--- src/rtl/vend_pkg.sv ---
// Shared constants and state encoding for the vending change dispenser.
package vend_pkg;

  localparam int unsigned PRICE_DEFAULT = 20;
  localparam int unsigned DEP_W         = 6;

  localparam logic [DEP_W-1:0] NICKLE  = 6'd5;
  localparam logic [DEP_W-1:0] DIME    = 6'd10;
  localparam logic [DEP_W-1:0] QUARTER = 6'd25;

  typedef enum logic [1:0] {
    IDLE   = 2'd0,
    VEND   = 2'd1,
    CHANGE = 2'd2
  } state_t;

endpackage

--- src/rtl/vend_pending_buf.sv ---
// One-entry holding slot for a purchase that arrives while a purchase is running.
// Also keeps the sticky flag recording that an event had to be discarded.
module vend_pending_buf
  import vend_pkg::*;
#(
  parameter int unsigned W = DEP_W
) (
  input  logic         clk_i,
  input  logic         rst_ni,
  input  logic         load,
  input  logic         take,
  input  logic         drop,
  input  logic [W-1:0] data_in,
  output logic         valid,
  output logic [W-1:0] data,
  output logic         dropped
);

  // Load wins over take so the slot can be refilled in the cycle it is emptied.
  always_ff @(posedge clk_i) begin
    if (!rst_ni) begin
      valid   <= 1'b0;
      data    <= '0;
      dropped <= 1'b0;
    end else begin
      if (load) begin
        valid <= 1'b1;
        data  <= data_in;
      end else if (take) begin
        valid <= 1'b0;
      end
      if (drop) begin
        dropped <= 1'b1;
      end
    end
  end

endmodule

--- src/rtl/dispense_change.sv ---
// Release the item, then pay change in dimes before nickles; a purchase lasts 1 + coins cycles.
// One purchase can wait in the pending slot; a further event while that slot is full is dropped.
module dispense_change
  import vend_pkg::*;
#(
  parameter int unsigned PRICE = PRICE_DEFAULT
) (
  input  logic             clk_i,
  input  logic             rst_ni,
  input  logic             exceed_i,
  input  logic [DEP_W-1:0] deposit_i,
  output logic             soda_o,
  output logic             dime_o,
  output logic             nickle_o,
  output logic             busy_o,
  output logic             overflow_o
);

  localparam logic [DEP_W-1:0] PRICE_W = DEP_W'(PRICE);

  state_t           state_q, state_d;
  logic [DEP_W-1:0] change_q, change_d;
  logic [DEP_W-1:0] coin, remain;
  logic             event_ok, exiting;
  logic             pend_load, pend_take, pend_drop, pend_vld;
  logic [DEP_W-1:0] pend_dat;

  assign event_ok = exceed_i && (deposit_i >= PRICE_W);
  assign coin     = (change_q >= DIME) ? DIME : NICKLE;
  assign remain   = change_q - coin;
  // Last busy cycle: nothing left to pay after the vend, or the coin now leaving drops change below a nickle.
  assign exiting  = ((state_q == VEND)   && (change_q < NICKLE)) ||
                    ((state_q == CHANGE) && (remain   < NICKLE));

  vend_pending_buf #(.W(DEP_W)) u_pending (
    .clk_i   (clk_i),
    .rst_ni  (rst_ni),
    .load    (pend_load),
    .take    (pend_take),
    .drop    (pend_drop),
    .data_in (deposit_i),
    .valid   (pend_vld),
    .data    (pend_dat),
    .dropped (overflow_o)
  );

  always_comb begin
    state_d   = state_q;
    change_d  = change_q;
    pend_load = 1'b0;
    pend_take = 1'b0;
    pend_drop = 1'b0;

    case (state_q)
      IDLE: begin
        if (event_ok) begin
          state_d  = VEND;
          change_d = deposit_i - PRICE_W;
        end
      end
      VEND:    state_d  = CHANGE;
      CHANGE:  change_d = remain;
      default: state_d  = IDLE;
    endcase

    if (state_q != IDLE) begin
      if (exiting) begin
        // The waiting purchase goes first; a fresh event takes its place in the slot.
        if (pend_vld) begin
          state_d   = VEND;
          change_d  = pend_dat - PRICE_W;
          pend_take = 1'b1;
          pend_load = event_ok;
        end else if (event_ok) begin
          state_d  = VEND;
          change_d = deposit_i - PRICE_W;
        end else begin
          state_d  = IDLE;
          change_d = '0;
        end
      end else if (event_ok) begin
        pend_load = !pend_vld;
        pend_drop = pend_vld;
      end
    end
  end

  always_ff @(posedge clk_i) begin
    if (!rst_ni) begin
      state_q  <= IDLE;
      change_q <= '0;
    end else begin
      state_q  <= state_d;
      change_q <= change_d;
    end
  end

  assign soda_o   = (state_q == VEND);
  assign dime_o   = (state_q == CHANGE) && (change_q >= DIME);
  assign nickle_o = (state_q == CHANGE) && (change_q <  DIME);
  assign busy_o   = (state_q != IDLE);

endmodule

--- config.mk ---
export PLATFORM = sky130hd
export DESIGN_NAME = dispense_change
export DESIGN_NICKNAME = d
export VERILOG_FILES = /design/src/rtl/vend_pkg.sv /design/src/rtl/vend_pending_buf.sv /design/src/rtl/dispense_change.sv
export SDC_FILE = /design/constraint.sdc
export NUM_CORES = 1
export LEC_CHECK = 0
export ABC_AREA = 1
export ABC_CLOCK_PERIOD_IN_PS = 2500
export CAP_MARGIN = 25
export CORE_ASPECT_RATIO = 1.1
export CORE_MARGIN = 4
export CORE_UTILIZATION = 45
export DETAILED_ROUTE_END_ITERATION = 10
export PLACE_DENSITY = 0.66
export SYNTH_ARGS = -nofsm -noshare
export SYNTH_HDL_FRONTEND = slang
export SYNTH_SLANG_ARGS = --single-unit
--- constraint.sdc ---
create_clock -name clk_i -period 2.5 [get_ports clk_i]
set_input_delay 0.625 -clock clk_i [delete_from_list [all_inputs] [get_ports clk_i]]
set_output_delay 0.625 -clock clk_i [all_outputs]
set_load 0.01 [all_outputs]
==> results of run 1 <==
worst max-delay path: cells and delay by family (launching register included):
kind / cells / cell delay, ps
adder cells (fa/ha/maj): 1 / 190
AND/OR/NAND/NOR: 1 / 110
buffers and inverters: 3 / 760
flip-flops: 1 / 340
path summary, 6_finish.rpt:
check	start	endpoint	depth (start not counted)
max	state_q[0]	dime_o	5
min	u_pending.dropped	u_pending.dropped	1
max reg2reg	change_q[2]	change_q[5]	14
min reg2reg	u_pending.dropped	u_pending.dropped	1
sequential cells by signal (all words and copies together) (netlist names):
signal / flops
u_pending.dropped: 1
u_pending.data: 6
u_pending.valid: 1
state_q: 2
change_q: 6
report_power, final:
group | leakage, nW | switching [mW] | internal, mW
clock network | 0.0210 | 0.0867 | 0.0887
logic | 0.595 | 0.934 | 0.612
registers | 0.132 | 0.102 | 0.349
layout make-up:
type / count / share of cell area (%)
multi-input combinational: 156 / 56.5
timing repair buffer: 26 / 13.5
inverter: 27 / 6.17
sequential: 16 / 19.2
tap: 33 / 2.45
clock buffer: 4 / 2.15
what timing repair did:
item | 4_1_cts | 5_1_grt
gates cloned | 0 | 1
pin swaps | 0 | 3
gates resized for setup | 2 | 17
endpoints found under the setup margin | 2 | 17
setup buffers | 0 | 2
per-layer routing:
layer,up-vias,routed length [um],GRT usage (%)
met4,0,49,4.99
met5,-,0,0
met2,36,1840,36.7
met1,676,1530,26.3
li1,725,-,-
met3,6,139,1.20
kinds of logic after synthesis:
| kind of cell | synth area share, % |
|---|---|
| buffers and inverters | 8.35 |
| XOR/XNOR | 2.66 |
| AND/OR/NAND/NOR | 41.5 |
| AO/OA/AOI/OAI | 14.7 |
| adder cells (fa/ha/maj) | 8.54 |
| flip-flops | 24.3 |
through the flow:
stage / instances / util, % / setup slack [ps] / power, mW
floorplan: 200 / - / 367 / 1.49
global placement: 255 / 56.3 / -49.0 / 1.81
detailed placement: 255 / 56.3 / -176 / 1.85
CTS: 259 / 58.2 / 12.8 / 2.06
global route: 262 / 60.6 / 17.6 / 2.39
finish: 262 / 60.6 / 177 / 2.17
cells in the final DEF (no fill, tap or decap), drive strengths merged, types with 2 or more instances in the layout:
cell type      netlist  routed
nand2               48      49
nor2                35      35
inv                 27      27
dfxtp               16      16
o21ai               15      15
clkdlybuf4s50        0      13
buf                  1      13
nand3               13      13
nand4                9       9
ha                   9       9
o22ai                5       5
xor2                 4       4
o221ai               4       4
nor3                 4       4
clkbuf               1       4
a21boi               2       2
==> results.md, run 1 <==
- Outcome: complete, no violations
- Mapped Avg Cell Area: 6.59 um^2
- IO Pins: 14
- Cts hold-fix bufs: 0
- Final Cell Area: 1680 um^2
- CTS sink cnt: 16
- First-pass GRT wire length: roughly 6200 um
- CTS tree: built
- Max Freq: between 0.4 and 0.5 GHz
- Largest net degree at the start of global routing: 17
- # H-tree levels: 1
- Distinct cell type count after synthesis: 30
- Final Hold Violating Endpoints: 0
- Synth top area cells: dfxtp_1, nand2_1, nor2_1
- Avg Vias per Cell: ~5.5
- Layout cells sized above 1: around 21%
- Seq/Total Area, Yosys: approximately 24%
- Die Span Y: approximately 65 um
- Pwr/cell area: ~1300 nW/um^2
- Reg-to-reg setup timing slack: approximately 210 ps
- DR WL/cell: around 14 um
- Dpl cell area: 1560 um^2
- MaxCap Viol Count: 0
- Asr flop ratio synth: 0%
- Layout Nets: between 200 and 250
- Initial antenna violation count: 0
- EDFF count, synth: 0
- RSZ-0062 raised after global routing: no
- Clk pin slew, worst setup/hold paths: around 100 ps
- CTS Buf Count: 3
- Initial DRC count: between 100 and 150
- Dominant synthesized flop cell: dfxtp_1
- GP Congestion: 0.961
- # diodes: 0
- Mapped Area: ~1300 um^2
- CP Cell Sequence: inv_1 -> ha_4 -> inv_2 -> nor2_1 -> clkdlybuf4s50_1
- Slew Limit Fails: 0
- Post-Synthesis Net Count: roughly 220
- Rows: 20
- Worst path required time: 1880 ps
- Area growth, synth to finish: 27.7%
- Synthesized instance count: 200
- Routed via count: around 1.4k
- Most frequent cells after synthesis: nand2_1, nor2_1, inv_1
- IO buf count: 13
- Final setup vio count: 0
- Latest clock arrival within the worst-skew pair: slightly below 300 ps
- Chip Width: just under 60 um
- Worst slew pin tran: ~640 ps
- Endpoint class of the critical path: output pin
- Min cycle time layout: ~2300 ps
- Gr usage total: between 20 and 25%
- CP max stage cell: clkdlybuf4s50_1
- Slew HR: about 58%
- DP Wirelength: around 2800 um
- Pre-antenna DRT Iters: 4
- CP Launch Type: flop
- Global route total overflow: 0
- Period utilization: 92.9%
- Fin Hold WS: 481 ps
- Core Region: between 2000 and 3000 um^2
- Critical Path AT: around 1700 ps
- Hold Crit Class: flop to flop
- Initial Utilization: 47.5%
- Sequential cell area: 323 um^2
- Yosys top cell area share: around 24%
- Critical path peak fanout: 6
- Clock Tree Root: clkbuf_4
- Most numerous cell in the Yosys netlist: nand2_1
- CTS max path bufs: 2
- # DRC: 0
- Area occupied by multi-input gates: between 900 and 1000 um^2
- Top cell type by total area after synthesis: dfxtp_1
- Peak VDD IR: about 1.0 mV
- Vias in the first global route: ~1.4k
- Number of synthesized register bits: 16
- Yosys warning count: 0
- Fillcell total: ~290
- Detailed Route WL: approximately 3600 um
- Crit Path Class: flop to output pin
- Clk_skew: roughly 5.8 ps
- Die area: about 3900 um^2
- Slowest stage delay, CP: between 500 and 600 ps
- Setup TNS: 0 ps
- Lkg Pwr: 0.748 nW
- Detail Route Antenna Nets: 0
No activity file was read; power rests on OpenSTA's default activity.
==> run 2: changes to the inputs <==
--- a/config.mk
+++ b/config.mk
@@ -6,7 +6,6 @@
 export NUM_CORES = 1
 export LEC_CHECK = 0
 export ABC_AREA = 1
-export ABC_CLOCK_PERIOD_IN_PS = 2500
 export CAP_MARGIN = 25
 export CORE_ASPECT_RATIO = 1.1
 export CORE_MARGIN = 4
==> results of run 2 <==
The final DEF is identical to that of run 1; final timing and power are the same.
==> run 3: changes to the inputs <==
--- a/config.mk
+++ b/config.mk
@@ -11,7 +11,8 @@
 export CORE_MARGIN = 4
 export CORE_UTILIZATION = 45
 export DETAILED_ROUTE_END_ITERATION = 10
-export PLACE_DENSITY = 0.66
+export PLACE_DENSITY = 0.65
 export SYNTH_ARGS = -nofsm -noshare
 export SYNTH_HDL_FRONTEND = slang
+export SYNTH_HIERARCHICAL = 1
 export SYNTH_SLANG_ARGS = --single-unit
==> results.md, run 3 <==
- Outcome: complete, no violations
- Top cell type by total area after synthesis: dfxtp_1
- Seq/Total Area, Yosys: a little under a quarter
- MaxCap Viol Count: 0
- Final setup vio count: 0
- Clk pin slew, worst setup/hold paths: roughly 100 ps
- Global route total overflow: 0
- Critical Path AT: approximately 1700 ps
- Detail Route Antenna Nets: 0
- # diodes: 0
- IO Pins: 14
- Yosys warning count: 6
- Met3 usage: ~2.5%
- Setup TNS: 0 ps
- Critical path peak fanout: 6
- EDFF count, synth: 0
- Initial DRC count: between 70 and 80
- Synthesized instance count: roughly 230
- Area growth, synth to finish: 29.6%
- Vias in the first global route: around 1.3k
- Most frequent cells in the layout: nand2_1, nor2_1, inv_1
- CTS sink cnt: 16
- Commonest non-fill, non-tap cell in the layout: nand2_1
- Most frequent cells after synthesis: nand2_1, nor2_1, inv_1
- # H-tree levels: 1
- Crit Path Class: flop to output pin
- Endpoint class of the critical path: output pin
- Initial Utilization: a little under half
- Hold Crit Class: flop to flop
- Layout cells sized above 1: between 20% and 30%
- Initial antenna violation count: 0
- Yosys top cell area share: between 20% and 30%
- RSZ-0062 raised after global routing: yes
- CTS tree: built
- Post-Synthesis Net Count: 245
- Met1 GRT Util: between 20% and 30%
- # DRC: 0
- IO buf count: 13
- Core Region: approximately 3000 um^2
- Mapped Area: between 1000 and 1500 um^2
- Gr usage total: ~18%
- Clk_skew: 0.969 ps
- First-pass GRT wire length: around 5700 um
- CP Launch Type: flop
- Detailed Route WL: 3420 um
- CTS Buf Count: 3
- Distinct cell type count after synthesis: 34
- GR peak layer: met2
- Synth top area cells: dfxtp_1, nand2_1, nor2_1
- GP Congestion: slightly below 0.8
- DP Wirelength: approximately 2600 um
- Pre-antenna DRT Iters: 4
- Slew Limit Fails: 0
- CTS max path bufs: 2
- Chip Width: between 60 and 70 um
- Routed via count: about 1.5k
- Pwr/cell area: ~1300 nW/um^2
- Die Span Y: 66.8 um
- Mapped Avg Cell Area: 6.24 um^2
- Tot Pwr: 2.39 mW
- Rows: 21
- Die area: between 4000 and 5000 um^2
- Final Hold Violating Endpoints: 0
- Avg Vias per Cell: 4.91
- Dominant synthesized flop cell: dfxtp_1
- Lkg Pwr: 0.908 nW
- Layout Nets: approximately 280
- Most numerous cell in the Yosys netlist: nand2_1
- Latest clock arrival within the worst-skew pair: about 290 ps
- Asr flop ratio synth: 0%
- Min cycle time layout: approximately 2400 ps
- Grt met2 use: between 30% and 40%
- Peak VDD IR: between 0.8 and 0.9 mV
- Worst slew pin tran: ~560 ps
- Number of synthesized register bits: 16
- Worst path required time: ~1900 ps
- Period utilization: a little over nine tenths
- Clock Tree Root: clkbuf_4
- Largest registers: change_q x6, u_pending/data x6, state_q x2
- DR WL/cell: 11.5 um
- Slew HR: 62.6%
- Max Freq: about 0.42 GHz
- Largest net degree at the start of global routing: 16
## run 3: changes by cell type after synthesis, sizes merged, moves of 3 or more
| cell | delta |
|---|---|
| nor2 | +10 |
| a21oi | +9 |
| nand2 | +7 |
| nand3 | +6 |
| inv | +5 |
| nand4 | -5 |
| nor3 | -4 |
| o221ai | -4 |
| xor2 | -3 |
## run 3: layer usage
metal / vias to the layer above / routed length, um
li1: 805 / -
met3: 2 / 97
met4: 0 / 15
met1: 625 / 1560
met2: 21 / 1750
met5: - / 0
## run 3: power breakdown
part	switching, mW	total, mW	internal (mW)
Sequential	0.0845	0.433	0.348
Combinational	1.02	1.78	0.760
Clock	0.0894	0.178	0.0887
## run 3: what timing repair did
action / 4_1_cts / 5_1_grt
endpoints found under the setup margin: 0 / 14
gates resized for setup: 0 / 28
hold buffers: 0 / 0
buffers inserted: 0 / 6
## run 3: metrics by stage
stage	worst slack (ps)	instance area [um^2]	hold slack, ps	util [%]	instances
floorplan	64.4	1420	446	-	227
global placement	-97.6	1680	457	55.6	286
detailed placement	-139	1680	470	55.6	286
CTS	45.9	1720	493	56.8	290
global route	-29.8	1840	524	60.7	296
finish	133	1840	491	60.7	296
## run 3: kinds of logic after synthesis
| logic type | Yosys count | synth area share, % |
|---|---|---|
| AO/OA/AOI/OAI | 34 | 14.6 |
| XOR/XNOR | 2 | 1.24 |
| adder cells (fa/ha/maj) | 9 | 7.95 |
| buffers and inverters | 38 | 11.4 |
| flip-flops | 16 | 22.6 |
| multiplexers | 1 | 0.707 |
| AND/OR/NAND/NOR | 127 | 41.5 |
## run 3: path summary, 6_finish.rpt
kind                          start                end  slack (ps)  cells past startpoint
setup / recovery         state_q[0]             dime_o         130                      5
setup reg to reg        change_q[1]  u_pending/data[2]         170                     19
hold / removal    u_pending/data[0]  u_pending/data[0]         490                      2
hold reg to reg   u_pending/data[0]  u_pending/data[0]         490                      2
## run 3: final cells by class
class	instances	area, um^2
Inverter	33	129
Clock buffer	4	36.3
Multi-Input combinational cell	173	982
Timing Repair Buffer	36	320
Fill cell	299	1190
Tap cell	34	42.5
Sequential cell	16	325
## run 3: worst max-delay path, cell delays in order, from the launching register on
cell and delay, ps:
dfxtp_1 350, inv_1 100, ha_2 230, inv_2 90, a21oi_1 130, clkdlybuf4s50_1 550
